**src/rtl/vga_timing_gen.sv**
```systemverilog
// Parametrised VGA raster timing generator: pixel-clock divider, h/v counters,
// and sync/blank/coordinate outputs registered from the next counter values.
module vga_timing_gen #(
   parameter int unsigned H_DISPLAY = 640,
   parameter int unsigned H_FRONT   = 16,
   parameter int unsigned H_SYNC    = 96,
   parameter int unsigned H_BACK    = 48,
   parameter int unsigned V_DISPLAY = 480,
   parameter int unsigned V_FRONT   = 10,
   parameter int unsigned V_SYNC    = 2,
   parameter int unsigned V_BACK    = 33,
   parameter int unsigned HS_POL    = 0,
   parameter int unsigned VS_POL    = 0,
   parameter int unsigned CLK_DIV   = 2,
   parameter int unsigned SOG       = 0,
   parameter int unsigned CNT_W     = 10
) (
   input  logic             clk,
   input  logic             rst,
   input  logic             enable,
   output logic             pix_en,
   output logic             h_sync,
   output logic             v_sync,
   output logic             blank_n,
   output logic             sync_n,
   output logic             active,
   output logic [CNT_W-1:0] posx,
   output logic [CNT_W-1:0] posy,
   output logic             line_start,
   output logic             frame_start
);

   localparam int unsigned H_TOTAL  = H_DISPLAY + H_FRONT + H_SYNC + H_BACK;
   localparam int unsigned V_TOTAL  = V_DISPLAY + V_FRONT + V_SYNC + V_BACK;
   localparam int unsigned HS_START = H_DISPLAY + H_FRONT;
   localparam int unsigned HS_END   = HS_START + H_SYNC;
   localparam int unsigned VS_START = V_DISPLAY + V_FRONT;
   localparam int unsigned VS_END   = VS_START + V_SYNC;
   localparam int unsigned DIV_W    = (CLK_DIV > 1) ? $clog2(CLK_DIV) : 1;
   localparam logic        HS_ACT   = 1'(HS_POL);
   localparam logic        VS_ACT   = 1'(VS_POL);
   localparam logic        SOG_EN   = 1'(SOG);

   logic [DIV_W-1:0] div_q, div_d;
   logic [CNT_W-1:0] hc_q, hc_d;
   logic [CNT_W-1:0] vc_q, vc_d;
   logic             hs_q, hs_d;
   logic             vs_q, vs_d;
   logic             act_q, act_d;
   logic             syn_q, syn_d;
   logic             h_in, v_in;

   // Strobes and next state; decoded levels look at the counts after this edge
   always_comb begin
      div_d       = div_q;
      hc_d        = hc_q;
      vc_d        = vc_q;
      pix_en      = enable & (div_q == DIV_W'(CLK_DIV - 1));
      line_start  = pix_en & (hc_q == CNT_W'(H_TOTAL - 1));
      frame_start = line_start & (vc_q == CNT_W'(V_TOTAL - 1));

      if (enable) begin
         div_d = pix_en ? '0 : div_q + DIV_W'(1);
      end
      if (pix_en) begin
         if (hc_q == CNT_W'(H_TOTAL - 1)) begin
            hc_d = '0;
            vc_d = (vc_q == CNT_W'(V_TOTAL - 1)) ? '0 : vc_q + CNT_W'(1);
         end else begin
            hc_d = hc_q + CNT_W'(1);
         end
      end

      h_in  = (hc_d >= CNT_W'(HS_START)) && (hc_d < CNT_W'(HS_END));
      v_in  = (vc_d >= CNT_W'(VS_START)) && (vc_d < CNT_W'(VS_END));
      hs_d  = h_in ? HS_ACT : ~HS_ACT;
      vs_d  = v_in ? VS_ACT : ~VS_ACT;
      act_d = (hc_d < CNT_W'(H_DISPLAY)) && (vc_d < CNT_W'(V_DISPLAY));
      syn_d = SOG_EN ? ~(h_in | v_in) : 1'b1;
   end

   always_ff @(posedge clk or posedge rst) begin
      if (rst) begin
         div_q <= '0;
         hc_q  <= '0;
         vc_q  <= '0;
         hs_q  <= ~HS_ACT;
         vs_q  <= ~VS_ACT;
         act_q <= 1'b1;
         syn_q <= 1'b1;
      end else begin
         div_q <= div_d;
         hc_q  <= hc_d;
         vc_q  <= vc_d;
         hs_q  <= hs_d;
         vs_q  <= vs_d;
         act_q <= act_d;
         syn_q <= syn_d;
      end
   end

   assign posx    = hc_q;
   assign posy    = vc_q;
   assign h_sync  = hs_q;
   assign v_sync  = vs_q;
   assign blank_n = act_q;
   assign active  = act_q;
   assign sync_n  = syn_q;

endmodule

```
**config.mk**
```make
export PLATFORM = sky130hd
export DESIGN_NAME = vga_timing_gen
export DESIGN_NICKNAME = d
export VERILOG_FILES = /design/src/rtl/vga_timing_gen.sv
export SDC_FILE = /design/constraint.sdc
export NUM_CORES = 1
export LEC_CHECK = 0
export CORE_MARGIN = 2
export CORE_UTILIZATION = 53
export DETAILED_ROUTE_END_ITERATION = 6
export PLACE_DENSITY = 0.85
export SETUP_SLACK_MARGIN = 0.02
export SYNTH_ARGS = -nofsm -noshare
export SYNTH_HDL_FRONTEND = slang
export SYNTH_SLANG_ARGS = --single-unit
```
**constraint.sdc**
```tcl
create_clock -name clk -period 7.85 [get_ports clk]
set_clock_uncertainty 0.1 [all_clocks]
set_input_delay 1.57 -clock clk [delete_from_list [all_inputs] [get_ports clk]]
set_output_delay 1.57 -clock clk [all_outputs]
set_load 0.03 [all_outputs]
```
### After elaboration in Yosys (flattened, before gate mapping)

Index checks and enable logic that the tools add are counted.

| cells by class | value |
|---|---|
| $add $sub $neg | 3 |
| order comparisons | 6 |
| equal/unequal tests | 2 |
| muxes and demuxes | 8 |
| bitwise logic cells | 3 |
| reductions and logical operators | 3 |

Operator list:

| operator | number |
|---|---|
| $mux W10 | 5 |
| $add A10 B1 Y10 const B | 2 |
| $eq A10 B10 Y1 const B | 2 |
| $lt A10 B10 Y1 const B | 2 |
| $lt A10 B9 Y1 const B | 2 |
| $ge A10 B10 Y1 const B | 1 |
| $ge A10 B9 Y1 const B | 1 |
| $and A1 B1 Y1 | 3 |
| $logic_and A1 B1 Y1 | 3 |
| $mux W1 | 3 |
| $add A1 B1 Y1 const B | 1 |

| storage, ports and cells | value |
|---|---|
| register bits | 24 |
| input bits | 3 |
| word-level logic and storage cells | 31 |

### Depth between registers and ports, before layout

Gate-level depths: netlist of run 1.

| logic depth | value |
|---|---|
| depth in word-level cells | 7 |
| gate-level depth with buffers | 10 |
| depth with buffers taken out | 8 |

### Worst setup path after synthesis of run 1

No wires, ideal clock.

| timing path | value |
|---|---|
| kind | input to output |
| start | input enable |
| end | output frame_start |
| arrival | 2784 ps |
| path slack | 3396 ps |
| stages on the path | 4 |
| buffers on the path | 1 |
| cell sequence | nand2_1 > or4_4 > buf_6 > nor2_1 |

| on the way | value |
|---|---|
| longest elaborated chain between the ends | 3 |

RTL lines:

| element | RTL line | RTL |
|---|---|---|
| start, declared | 20 | `input logic enable,` |
| $and A1 B1 Y1 | 58 | `pix_en = enable & (div_q == DIV_W'(CLK_DIV - 1));` |
| $and A1 B1 Y1 | 59 | `line_start = pix_en & (hc_q == CNT_W'(H_TOTAL - 1));` |
| $and A1 B1 Y1 | 60 | `frame_start = line_start & (vc_q == CNT_W'(V_TOTAL - 1));` |
| end, declared | 30 | `output logic frame_start` |

Every way passes these cells.

### Worst setup path after layout of run 1

| timing path | value |
|---|---|
| start | input enable |
| end | output line_start |

| on the way | value |
|---|---|
| longest elaborated chain between the ends | 2 |

RTL lines:

| element | RTL line | RTL |
|---|---|---|
| $and A1 B1 Y1 | 58 |  |
| $and A1 B1 Y1 | 59 |  |
| end, declared | 29 | `output logic line_start,` |

Every way passes these cells.

==> summary.md, run 1 <==
| Metric | Value |
|---|---|
| Status | finished, final reports clean |
| Largest cells by area after synthesis | dfrtp_1, dfstp_2, nand2_1 |
| Final core occ | 69.1% |
| Critical Path Max Stage Delay | 740 ps |
| Starting Density | 55.7% |
| Period utilization | 71.5% |
| Share of layout cells above drive strength 1 | 7.51% |
| Synth warn | 0 |
| DR iter-0 viols | 37 |
| Most used DFF post-synth | dfrtp_1 |
| Fin Hold WS | 403 ps |
| Worst slack, placed | 2260 ps |
| Max FO, Critical Path | 12 |
| DIE AREA | 3000 um^2 |
| Post-Synthesis Cells | 147 |
| Vias in the first global route | 1151 |
| Syn Std Cell Area | 1370 um^2 |
| Clk sinks | 24 |
| Die height | 54.8 um |
| Via/cell ratio | 6.18 |
| Setup TNS | 0 ps |
| Buffer and inverter count on the worst path | 3 |
| RSZ-0062 raised after global routing | no |
| WP data arrival | 3940 ps |
| Yosys cell types | 39 |
| Cell Rows | 18 |
| Startpoint Class | input port |
| Non-filler cells, final | 203 |
| Worst-path cell chain | clkdlybuf4s50_1 -> nand2_1 -> or4_4 -> inv_1 -> clkdlybuf4s50_1 |
| Cells after DPL | 199 |
| Count leader, synth | dfrtp_1 |
| Most frequent cell on the critical path | clkdlybuf4s50_1 |
| Drt first pass iters | 4 |
| Commonest cells post-synth | dfrtp_1, nand2_1, o21ai_0, nand3_1, nor2_1 |
| Clock Pin Slew Worst Setup and Hold Paths | 120 ps |
| Core Area | 2450 um^2 |
| Max Buffers Root-to-Sink | 2 |
| Initial antenna violation count | 0 |
| Critical Path RT | 6180 ps |
| Achievable frequency | 0.178 GHz |
| Gpl congestion | 0.929 |
| Post-CTS Hold Buffers | 0 |
| Die width | 54.8 um |
| Register area | 604 um^2 |
| Dpl hpwl | 2310 um |
| N_diodes | 0 |
| CTS resizes | 0 |
| Synth Area per Inst | 9.30 um^2 |
| Fin. Hold Viols | 0 |
| Leakage Power | 0.715 nW |
| I/O pin count | 31 |
| Yosys reg bits | 24 |
| Slew Viols, Final | 0 |
| Tmin final | 5610 ps |
| Pwr Density | 199 nW/um^2 |
| Postcts setup bufs | 0 |
| Routed Wire Length | 3140 um |
| Clk Latency, worst-skew pair | 320 ps |
| Syn_nets | 153 |
| Async S/R FF share, synth | 100% |
| Post-synth EDFFs | 0 |
| Area of the multi-input gates | 688 um^2 |
| Hold crit path type | reg -> reg |
| First-pass GRT wire length | 5440 um |
| Crit. End Element | output pin |
| Largest net degree at the start of global routing | 25 |
| Leading area contributor after synthesis | dfrtp_1 |
| Register area share after synthesis | 44.2% |
| Routed Antenna Nets | 0 |
| CP max-delay cell | clkdlybuf4s50_1 |
| Tot GR Track Use | 25.5% |
| P&R area growth vs syn | 24.0% |
| Vias post-DR | 1254 |
| Final #Nets | 180 |
| Yosys top cell area share | 38.4% |
| DRC Markers | 0 |
| Kind of critical path | in -> out |
| CTS root buf | clkbuf_4 |
| Slew @ Worst Pin | 877 ps |
| Port bufs | 29 |
| Cts bufs inserted | 3 |
| Fin worst setup slack | 2240 ps |
| CP top delay family | buffers and inverters |
| Grt ovf | 0 |
| Final setup vio count | 0 |
| H-tree depth | 1 |
| Routed len/inst | 15.5 um |
| Fillers | 204 |
| Max-cap violations | 0 |
| Maximum vdd drop | 0.241 mV |
| CTS tree | yes |
| Max transition margin | 41.5% |
## cell type report
| cell class | count | share of cell area (%) |
|---|---|---|
| clock buffers | 3 | 1.33 |
| clock inverters | 1 | 1.77 |
| inverters | 6 | 1.33 |
| multi-input cells | 110 | 40.6 |
| flip-flops and latches | 24 | 35.6 |
| well taps | 30 | 2.21 |
| repair buffers | 29 | 17.1 |
## metrics by stage
stage	power [W]	area, um^2
floorplan	0.000211	1370
global placement	0.000247	1640
detailed placement	0.000248	1640
CTS	0.000339	1700
global route	0.000354	1700
finish	0.000337	1700
## registers in the layout, indices dropped and copies added (netlist names)
| register | cells |
|---|---|
| v_sync | 1 |
| div_q | 1 |
| posy | 10 |
| active | 1 |
| posx | 10 |
| h_sync | 1 |
## report_power, final
group,switching (W),internal (W)
combinational,0.0000537,0.0000357
sequential,0.0000206,0.000138
clock,0.0000372,0.0000516
total,0.000112,0.000225
## layer usage
| metal | global-route usage, % | vias up | share of wire (%) |
|---|---|---|---|
| met3 | 4.37 | 10 | 5.8 |
| met1 | 33.2 | 594 | 41 |
| li1 | - | 585 | - |
| met2 | 42.9 | 65 | 51 |
| met4 | 8.33 | 0 | 2.2 |
| met5 | 0 | - | 0 |
## cell usage in the layout (no fill, tap or decap), types with 2 or more instances in the layout
master,synthesis,final
dfrtp_1,21,21
nand3_1,9,9
dfstp_2,3,3
o21ai_0,12,12
xor2_1,5,5
a21oi_1,3,3
ha_1,3,3
or4_1,2,2
nor3_1,6,6
clkbuf_4,0,3
a21o_1,4,4
nor2_1,8,8
and3_1,2,2
nand4_1,5,5
inv_1,6,6
xnor2_1,4,4
clkdlybuf4s50_1,0,29
o31ai_1,2,2
nand2b_1,3,3
a31oi_1,5,5
nand2_1,18,18
nor4_1,3,3
## kinds of logic after synthesis
logic type	Yosys count	share of synthesized area, %
and+or+nand+nor	67	28.0
AOI/OAI and AO/OA	30	13.5
DFF	24	44.2
buffers and inverters	13	5.49
xor gates and xnor gates	9	5.76
adders and majority gates	3	2.75
other	1	0.274
## path summary, 6_finish.rpt
| check | endpoint | slack (ps) | depth (start not counted) | startpoint |
|---|---|---|---|---|
| max | line_start | 2240 | 5 | enable |
| min reg2reg | div_q | 400 | 1 | div_q |
| min | div_q | 400 | 1 | div_q |
| max reg2reg | v_sync | 4930 | 7 | posx[6] |
| max in group asynchronous | posx[5] | 5490 | 2 | rst |
| min in group asynchronous | posx[3] | 1610 | 2 | rst |
Note: power is estimated with default switching activity, not from simulation.
==> run 2: changes to the inputs <==
--- a/config.mk
+++ b/config.mk
@@ -6,9 +6,9 @@
 export NUM_CORES = 1
 export LEC_CHECK = 0
 export CORE_MARGIN = 2
-export CORE_UTILIZATION = 53
+export CORE_UTILIZATION = 45
 export DETAILED_ROUTE_END_ITERATION = 6
-export PLACE_DENSITY = 0.85
+export PLACE_DENSITY = 0.77
 export SETUP_SLACK_MARGIN = 0.02
 export SYNTH_ARGS = -nofsm -noshare
 export SYNTH_HDL_FRONTEND = slang
==> constraint.sdc (replaced) <==
create_clock -name clk -period 5.1 [get_ports clk]
set_clock_uncertainty 0.1 [all_clocks]
set_input_delay 1.02 -clock clk [delete_from_list [all_inputs] [get_ports clk]]
set_output_delay 1.02 -clock clk [all_outputs]
set_load 0.03 [all_outputs]
==> summary.md, run 2 (synthesis gave the netlist of run 1 again) <==
| Metric | Value |
|---|---|
| Tot GR Track Use | 19.9% |
| Internal power | 0.000346 W |
| Clk Latency, worst-skew pair | 310 ps |
| Cell Rows | 20 |
| Placed inst area | 1650 um^2 |
| Most common cell after layout, fill and taps aside | clkdlybuf4s50_1 |
| Fin Hold WS | 410 ps |
| Kind of critical path | in -> out |
| Clock Pin Slew Worst Setup and Hold Paths | 130 ps |
| Period utilization | 83.9% |
| Routed Antenna Nets | 0 |
| Grt ovf | 0 |
| Final setup vio count | 0 |
| Die height | 59.1 um |
| Critical Path Max Stage Delay | 680 ps |
| DR iter-0 viols | 78 |
| Non-filler cells, final | 207 |
| Maximum vdd drop | 0.206 mV |
| Routed len/inst | 14.7 um |
| Slew @ Worst Pin | 902 ps |
| Share of layout cells above drive strength 1 | 8.05% |
| Buffer and inverter count on the worst path | 2 |
| CTS tree | yes |
| Initial antenna violation count | 0 |
| Fillers | 273 |
| Die width | 59.1 um |
| First-pass GRT wire length | 5400 um |
| DIE AREA | 3500 um^2 |
| Postcts setup bufs | 0 |
| Hold crit path type | reg -> reg |
| Achievable frequency | 0.234 GHz |
| CTS root buf | clkbuf_4 |
| R2R depth | 8 |
| Highest-count cells in the layout ignoring fill and taps | clkdlybuf4s50_1, dfrtp_1, nand2_1 |
| Max FO, Critical Path | 9 |
| Dpl hpwl | 2240 um |
| Vias in the first global route | 1202 |
| Max-cap violations | 0 |
| Reg-to-reg setup timing slack | 2220 ps |
| Gpl congestion | 0.845 |
| Switch Pwr | 0.000169 W |
| Starting Density | 45.9% |
| Switching share of power | 32.8% |
| Vias post-DR | 1231 |
| Crit path depth | 5 |
| Pwr Density | 302 nW/um^2 |
| CTS resizes | 0 |
| DRC Markers | 0 |
| Final #Nets | 181 |
| Post-CTS Hold Buffers | 0 |
| Fin. Hold Viols | 0 |
| Leakage Power | 0.721 nW |
| RSZ-0062 raised after global routing | no |
| Logic pwr share | 26.1% |
| Worst-path cell chain | clkdlybuf4s50_1 -> nand2_1 -> or4_4 -> nor2_1 -> clkdlybuf4s50_1 |
| Worst slack, placed | 819 ps |
| Setup TNS | 0 ps |
| Worst setup path endpoint | frame_start |
| Status | finished, final reports clean |
| Port bufs | 29 |
| Finished Cell Area | 1710 um^2 |
| Most frequent cell on the critical path | clkdlybuf4s50_1 |
| P&R area growth vs syn | 24.8% |
| Max transition margin | 39.8% |
| CP startpoint | enable |
| Slew Viols, Final | 0 |
| CP top delay family | buffers and inverters |
| I/O pin count | 31 |
| N_diodes | 0 |
| Startpoint Class | input port |
| Hold path start | div_q |
| CP max-delay cell | clkdlybuf4s50_1 |
| Fin worst setup slack | 820 ps |
| Via/cell ratio | 5.95 |
| Clock share of power | 26.6% |
| Cells after DPL | 203 |
| Tmin final | 4280 ps |
| Largest net degree at the start of global routing | 25 |
| Max Buffers Root-to-Sink | 2 |
| Worst r2r dst | v_sync |
| Crit. End Element | output pin |
| Cts bufs inserted | 3 |
| H-tree depth | 1 |
| WP data arrival | 3160 ps |
| Worst R2R Start | posx[5] |
| Critical Path RT | 3980 ps |
| Sequential share of power | 47.3% |
| Core Area | 2980 um^2 |
| Routed Wire Length | 3050 um |
| Clk sinks | 24 |
| Drt first pass iters | 4 |
-- run 2: metal layers --
metal	GRT usage (%)	vias to the layer above	part of all wire [%]	wire (um)
met5	0	-	0	0
met4	6.17	0	0.39	12
met3	3.71	2	4.7	143
met2	33.0	48	50	1510
met1	26.4	596	45	1380
li1	-	585	-	-
-- run 2: area by class of cell --
| class | count | area, um^2 | share of cell area (%) |
|---|---|---|---|
| Clock buffer | 3 | 22.5 | 1.32 |
| Clock inverter | 1 | 30.0 | 1.76 |
| Inverter | 6 | 22.5 | 1.32 |
| Multi-Input combinational cell | 110 | 688 | 40.3 |
| Sequential cell | 24 | 604 | 35.4 |
| Tap cell | 33 | 41.3 | 2.42 |
| Timing Repair Buffer | 30 | 298 | 17.4 |
-- run 2: through the flow --
step                      power (W)  util (%)
after global routing       0.000542      57.3
final                      0.000515      57.3
after global placement     0.000379      55.5
after detailed placement   0.000382      55.5
after floorplan            0.000325         -
after CTS                  0.000519      57.3
-- run 2: power groups by stage --
stage | clock [W] | sequential (W) | combinational (W)
2_1_floorplan | 0 | 0.000276 | 0.0000496
5_1_grt | 0.000147 | 0.000248 | 0.000146
3_3_place_gp | 0 | 0.000244 | 0.000134
3_5_place_dp | 0 | 0.000246 | 0.000135
6_report | 0.000137 | 0.000243 | 0.000135
4_1_cts | 0.000139 | 0.000243 | 0.000136
-- run 2: worst min-delay path by stage --
| stage | end | cells past startpoint |
|---|---|---|
| 2_1_floorplan | div_q | 1 |
| 3_3_place_gp | div_q | 1 |
| 3_5_place_dp | div_q | 1 |
| 4_1_cts | div_q | 1 |
| 5_1_grt | div_q | 1 |
| 6_report | div_q | 1 |
